**config.mk**
```make
export PLATFORM = sky130hd
export DESIGN_NAME = quad_decoder
export DESIGN_NICKNAME = d
export VERILOG_FILES = /design/src/rtl/quad_decoder_pkg.sv /design/src/rtl/quad_decoder_input_filter.sv /design/src/rtl/quad_decoder.sv
export SDC_FILE = /design/constraint.sdc
export NUM_CORES = 1
export LEC_CHECK = 0
export CAP_MARGIN = 20
export CORE_MARGIN = 5
export CORE_UTILIZATION = 55
export CTS_CLUSTER_DIAMETER = 40
export DETAILED_ROUTE_END_ITERATION = 10
export PLACE_DENSITY = 0.82
export SYNTH_ARGS = -nofsm -noshare
export SYNTH_HDL_FRONTEND = slang
export SYNTH_SLANG_ARGS = --single-unit
```
**constraint.sdc**
```tcl
create_clock -name clk -period 11.3 [get_ports clk]
set_input_delay 1.695 -clock clk [delete_from_list [all_inputs] [get_ports clk]]
set_output_delay 1.695 -clock clk [all_outputs]
set_load 0.005 [all_outputs]
```
**src/rtl/quad_decoder_pkg.sv**
```systemverilog
// quad_decoder_pkg: shared FSM states, Gray phase constants and step classification
//   state_t    INIT/RUN decoder state
//   step_t     classification of a stable-phase transition
//   classify   (old phase, new phase) -> NONE / UP / DN / ILL
package quad_decoder_pkg;

    typedef enum logic {ST_INIT, ST_RUN} state_t;

    typedef enum logic [1:0] {STEP_NONE, STEP_UP, STEP_DN, STEP_ILL} step_t;

    localparam logic [1:0] PH_00 = 2'b00;
    localparam logic [1:0] PH_01 = 2'b01;
    localparam logic [1:0] PH_11 = 2'b11;
    localparam logic [1:0] PH_10 = 2'b10;

    // Position of a phase in the forward cycle 00->01->11->10 (Gray to binary).
    function automatic logic [1:0] phase_idx(input logic [1:0] ph);
        return {ph[1], ph[1] ^ ph[0]};
    endfunction

    // A forward step advances the cycle index by one, a reverse step by minus one;
    // a distance of two means both pins flipped at once, which is illegal.
    function automatic step_t classify(input logic [1:0] old_ph, input logic [1:0] new_ph);
        logic [1:0] d;
        d = phase_idx(new_ph) - phase_idx(old_ph);
        return d == 2'd0 ? STEP_NONE : d == 2'd1 ? STEP_UP : d == 2'd3 ? STEP_DN : STEP_ILL;
    endfunction

endpackage

```
**src/rtl/quad_decoder_input_filter.sv**
```systemverilog
// quad_input_filter: 2-FF synchroniser plus debounce for a 2-bit pin bus
//   clk, rst       clock, synchronous active-high reset
//   pins[1:0]      asynchronous pin pair {a,b}
//   arm            count even when the candidate equals stable (forces the first load)
//   stable[1:0]    debounced pin pair
//   stable_valid   one-cycle strobe when stable is loaded
module quad_input_filter #(
    parameter int FILTER_LEN = 8
) (
    input  logic       clk,
    input  logic       rst,
    input  logic [1:0] pins,
    input  logic       arm,
    output logic [1:0] stable,
    output logic       stable_valid
);

    localparam int CW = FILTER_LEN > 1 ? $clog2(FILTER_LEN) : 1;
    localparam logic [CW-1:0] LAST = CW'(FILTER_LEN - 1);

    logic [1:0]    s1;
    logic [1:0]    s2;
    logic [1:0]    cand;
    logic [CW-1:0] cnt;

    // Any change of the synchronised value restarts the hold count, so only a
    // value held for FILTER_LEN consecutive cycles reaches stable.
    always_ff @(posedge clk) begin
        if (rst) begin
            s1           <= '0;
            s2           <= '0;
            cand         <= '0;
            cnt          <= '0;
            stable       <= '0;
            stable_valid <= 1'b0;
        end else begin
            s1           <= pins;
            s2           <= s1;
            stable_valid <= 1'b0;
            if (s2 != cand) begin
                cand <= s2;
                cnt  <= '0;
            end else if (cand != stable || arm) begin
                if (cnt == LAST) begin
                    stable       <= cand;
                    cnt          <= '0;
                    stable_valid <= 1'b1;
                end else begin
                    cnt <= cnt + 1'b1;
                end
            end else begin
                cnt <= '0;
            end
        end
    end

endmodule

```
**src/rtl/quad_decoder.sv**
```systemverilog
// quad_decoder: quadrature encoder decoder with debounce, step pulses and wrapping position
//   clk, rst          clock, synchronous active-high reset
//   enc_a, enc_b      asynchronous encoder channels
//   clear             synchronous clear of pos and err
//   pos               two's-complement wrapping position count
//   step_up, step_dn  one-cycle pulse per accepted forward / reverse step
//   dir               direction of last accepted step (1 = up)
//   err               sticky flag for an illegal two-bit transition
module quad_decoder
    import quad_decoder_pkg::*;
#(
    parameter int POS_BITS   = 16,
    parameter int FILTER_LEN = 8
) (
    input  logic                clk,
    input  logic                rst,
    input  logic                enc_a,
    input  logic                enc_b,
    input  logic                clear,
    output logic [POS_BITS-1:0] pos,
    output logic                step_up,
    output logic                step_dn,
    output logic                dir,
    output logic                err
);

    state_t     state;
    state_t     state_nx;
    logic [1:0] stable;
    logic [1:0] prev;
    logic       stable_valid;
    logic       arm;
    logic       run;
    step_t      cls;

    quad_input_filter #(.FILTER_LEN(FILTER_LEN)) u_filter (
        .clk          (clk),
        .rst          (rst),
        .pins         ({enc_a, enc_b}),
        .arm          (arm),
        .stable       (stable),
        .stable_valid (stable_valid)
    );

    always_ff @(posedge clk) begin
        state <= rst ? ST_INIT : state_nx;
    end

    // The first load only captures the pin state present at reset release.
    always_comb begin
        state_nx = (state == ST_INIT && stable_valid) ? ST_RUN : state;
    end

    always_comb begin
        arm = state == ST_INIT;
        run = state == ST_RUN && stable_valid;
        cls = classify(prev, stable);
    end

    always_ff @(posedge clk) begin
        if (rst) begin
            prev    <= '0;
            pos     <= '0;
            step_up <= 1'b0;
            step_dn <= 1'b0;
            dir     <= 1'b0;
            err     <= 1'b0;
        end else begin
            if (stable_valid)
                prev <= stable;
            step_up <= run && cls == STEP_UP;
            step_dn <= run && cls == STEP_DN;
            if (run && (cls == STEP_UP || cls == STEP_DN))
                dir <= cls == STEP_UP;
            pos <= clear ? '0 :
                   (run && cls == STEP_UP) ? pos + 1'b1 :
                   (run && cls == STEP_DN) ? pos - 1'b1 : pos;
            err <= clear ? 1'b0 : err | (run && cls == STEP_ILL);
        end
    end

endmodule

```
==> results by group <==
Global route
  • Initial antenna violation count: 0
  • GR Util met3: 5.324%
  • Met1 GRT Util: 24.78%
  • Grt met2 use: 27.86%
  • Grt ovf: 0
  • All-Layer GR Usage: 18.66%
  • First-pass GRT wire length: 7.431 mm
  • Busiest grt layer: met2
  • Number of global-route vias before repair: 1636
  • Maximum number of pins on one net before global-route repair: 20

Synth
  • Mapped cell area: 0.002003 mm2
  • Post-synthesis adder-cell area fraction: 12.24%
  • Syn nets: 260
  • Dominant combinational cell family by area after synthesis: compound AO/OA/AOI/OAI gates
  • Synth Area in XOR/XNOR: 5.247%
  • Synth Flop Type: dfxtp_1
  • Post-synthesis mux area share: 3.498%
  • Cells after synthesis: 236
  • Synthesized area per cell: 8.488 um2
  • Synth Area in Simple Gates: 20.24%
  • Post-synth EDFFs: 0
  • Netlist cell types: 39
  • Post-synth ARST share: 0%
  • Register bit total from synthesis: 35
  • Post-synthesis sequential area ratio: 34.98%
  • Yosys Warn Count: 0
  • Post-synthesis compound-gate area fraction: 20.74%

Critical path
  • Setup CP Type: reg2reg
  • Critical Path Sink Type: flip-flop
  • R2R setup slack: 7390 ps
  • Worst-path cell chain: xnor2_1 -> ha_1 -> or2_0 -> or2_0 -> buf_4 -> ha_1 -> nand2_2 -> nor3_2 -> o31a_1 -> nor3_1 -> or4_1 -> a31oi_1
  • RR Endpoint: pos[14]
  • Crit path max fanout: 16
  • CP Data Required Time: 11530 ps
  • Slowest CP cell: or2_0
  • Worst reg2reg path depth: 12
  • RR Startpoint: u_filter.stable[1]
  • CP startpoint kind: flip-flop
  • CP max stage delay: 550 ps
  • CP Data Arrival Time: 4140 ps

Pwr
  • Sequential share of power: 55.7%
  • Power share of the clock group: 41.3%
  • VDD IR-drop max: 55.00 uV
  • Psw: 0.05369 mW
  • Total Power: 0.2255 mW
  • Pint: 0.1718 mW
  • Gate power share: 2.9%
  • P per Cell Area: 95.21 mW/mm2
  • Sw frac: 23.81%
  • Leakage: 0.9907 nW

Place
  • Dpl hpwl: 3.156 mm
  • Placed cell areas: 0.002276 mm2
  • Place WS: 7439 ps
  • RePlAce Congestion: 0.9183
  • Placed cell count: 300
  • I/O Buffers: 24

Route
  • DRC Markers: 0
  • Routed length per instance: 13.97 um
  • Vias per cell: 5.705
  • Drt total wl: 4.303 mm
  • Drt pass-1 iters: 4
  • Starting DRT DRC Count: 125
  • Via Count: 1757
  • Post-route ant nets: 0

Clocking
  • Root Driver: clkbuf_8
  • Clock sink count: 35
  • Number of H-tree levels: 2
  • Clock Tree Buf Depth: 2
  • Post-CTS Setup Bufs: 0
  • CTS tree: built
  • Worst-path clk slew: 80 ps
  • Cts bufs inserted: 5
  • Worst-skew pair later-pin latency: 300 ps
  • CTS Hold Bufs: 0
  • Post-CTS Resized: 0

Cells and area
  • Layout cell share with drive strength beyond 1: 6.154%
  • Fill cells: 309
  • Fin area: 0.002369 mm2
  • Fin util: 65.68%
  • Non-Filler Instances: 308
  • ANT cells: 0
  • Final nets: 283
  • Area Growth Syn to Fin: 18.24%

Floorplan
  • Starting Density: 55.55%
  • Core area: 0.003606 mm2
  • Number of top-level pins: 25
  • Die width: 70.35 um
  • Die H: 70.35 um
  • Die area: 0.004949 mm2
  • Core Rows: 22

Timing
  • Peak Freq: 255.5 MHz
  • RSZ-0062 raised after global routing: false
  • Period utilization: 34.64%
  • Clock Skews: 8.430 ps
  • Worst Max-Slew Pin Slew: 1029 ps
  • Max-slew headroom: 31.14%
  • Final hold vios: 0
  • Slew Limit Fails: 0
  • Setup_tns: 0 ps
  • Final setup viols: 0
  • Final hold slack: 439.1 ps
  • Fin crit period: 3914 ps
  • Final worst setup slack: 7386 ps

Hold path
  • Worst hold path type: reg2reg
  • Cell depth of the worst hold path: 1
  • Worst Hold Endpoint: u_filter.cnt[0]
  • Hold path startpoint: u_filter.cnt[0]

Job
  • Maximum Capacitance Violations: 0

Outcome
  • Status: completed
## cells in the final DEF (no fill, tap or decap), types with 2 or more instances in the layout
master           instances
dfxtp_1                 35
nor2_1                  31
clkdlybuf4s50_1         24
ha_1                    18
nand2_1                 17
a21oi_1                 14
o21ai_0                 11
xnor2_1                  9
inv_1                    7
a21o_1                   7
o211ai_1                 7
mux2i_1                  7
nor2b_1                  6
nor3_1                   6
o31ai_1                  6
nand3_1                  6
a211oi_1                 5
clkbuf_8                 5
o21a_1                   4
xor2_1                   3
or2_2                    3
o31a_1                   3
or3_1                    3
or2_0                    2
and3_1                   2
a31oi_1                  2
clkinvlp_4               2
## synthesized netlist by cell type (7+ instances only)
master	number	share of area, %
xnor2_1	9	3.9
mux2i_1	7	3.5
a21oi_1	14	3.5
nand2_1	17	3.2
a21o_1	7	2.6
nor2_1	31	5.8
ha_1	18	11
o21ai_0	11	2.7
dfxtp_1	35	35
inv_1	7	1.3
clkbuf_1	8	1.5
o211ai_1	7	2.6
## final cells by class
class | count | area (um2) | share of cell area [%]
clock buffer | 5 | 68.82 | 2.905
clock inverter | 3 | 23.77 | 1.004
inverter | 7 | 26.28 | 1.109
multi-input combinational | 185 | 1241 | 52.40
sequential | 35 | 700.7 | 29.58
tap | 48 | 60.06 | 2.536
timing repair buffer | 25 | 247.7 | 10.46
## how the worst max path moves through the flow
stage	end	startpoint	cells after the start
6_report	pos[14]	u_filter.stable[1]	12
2_1_floorplan	pos[14]	u_filter.stable[1]	15
3_5_place_dp	pos[15]	u_filter.stable[1]	11
5_1_grt	pos[15]	u_filter.stable[1]	11
4_1_cts	pos[14]	u_filter.stable[1]	12
3_3_place_gp	pos[12]	rst	5
## power groups by stage
stage | clock network [mW] | registers, mW | logic, mW
floorplan | 0 | 0.128 | 0.00430
global placement | 0 | 0.128 | 0.00644
detailed placement | 0 | 0.128 | 0.00659
CTS | 0.0964 | 0.126 | 0.00661
global route | 0.102 | 0.126 | 0.00758
finish | 0.0932 | 0.126 | 0.00664
## critical path: cells and delay by family, from the launching register on
family / cells / cell delay (ps)
xor gates and xnor gates: 1 / 150
and+or+nand+nor: 6 / 1960
DFF: 1 / 440
adders and majority gates: 2 / 670
buffers and inverters: 1 / 260
AOI/OAI and AO/OA: 2 / 350
## state kept, by name, indices dropped and copies added, names as in the netlist
signal,flops
dir,1
err,1
pos,16
prev,2
state,1
step_dn,1
step_up,1
u_filter.cand,2
u_filter.cnt,3
u_filter.s1,2
u_filter.s2,2
u_filter.stable,2
u_filter.stable_valid,1
## metal layers
layer	share of wire (%)	wire length, um
met5	0	0
met4	1.7	75
met3	6.0	260
met2	45	1954
met1	47	2013
## cells by family (layout without fill, tap and decap cells)
group / after synthesis / count (layout)
adders and majority gates: 19 / 19
buffers and inverters: 16 / 40
muxes: 7 / 7
DFF: 35 / 35
and+or+nand+nor: 84 / 84
AOI/OAI and AO/OA: 63 / 63
xor gates and xnor gates: 12 / 12
Power figures use the tool's default switching activity.
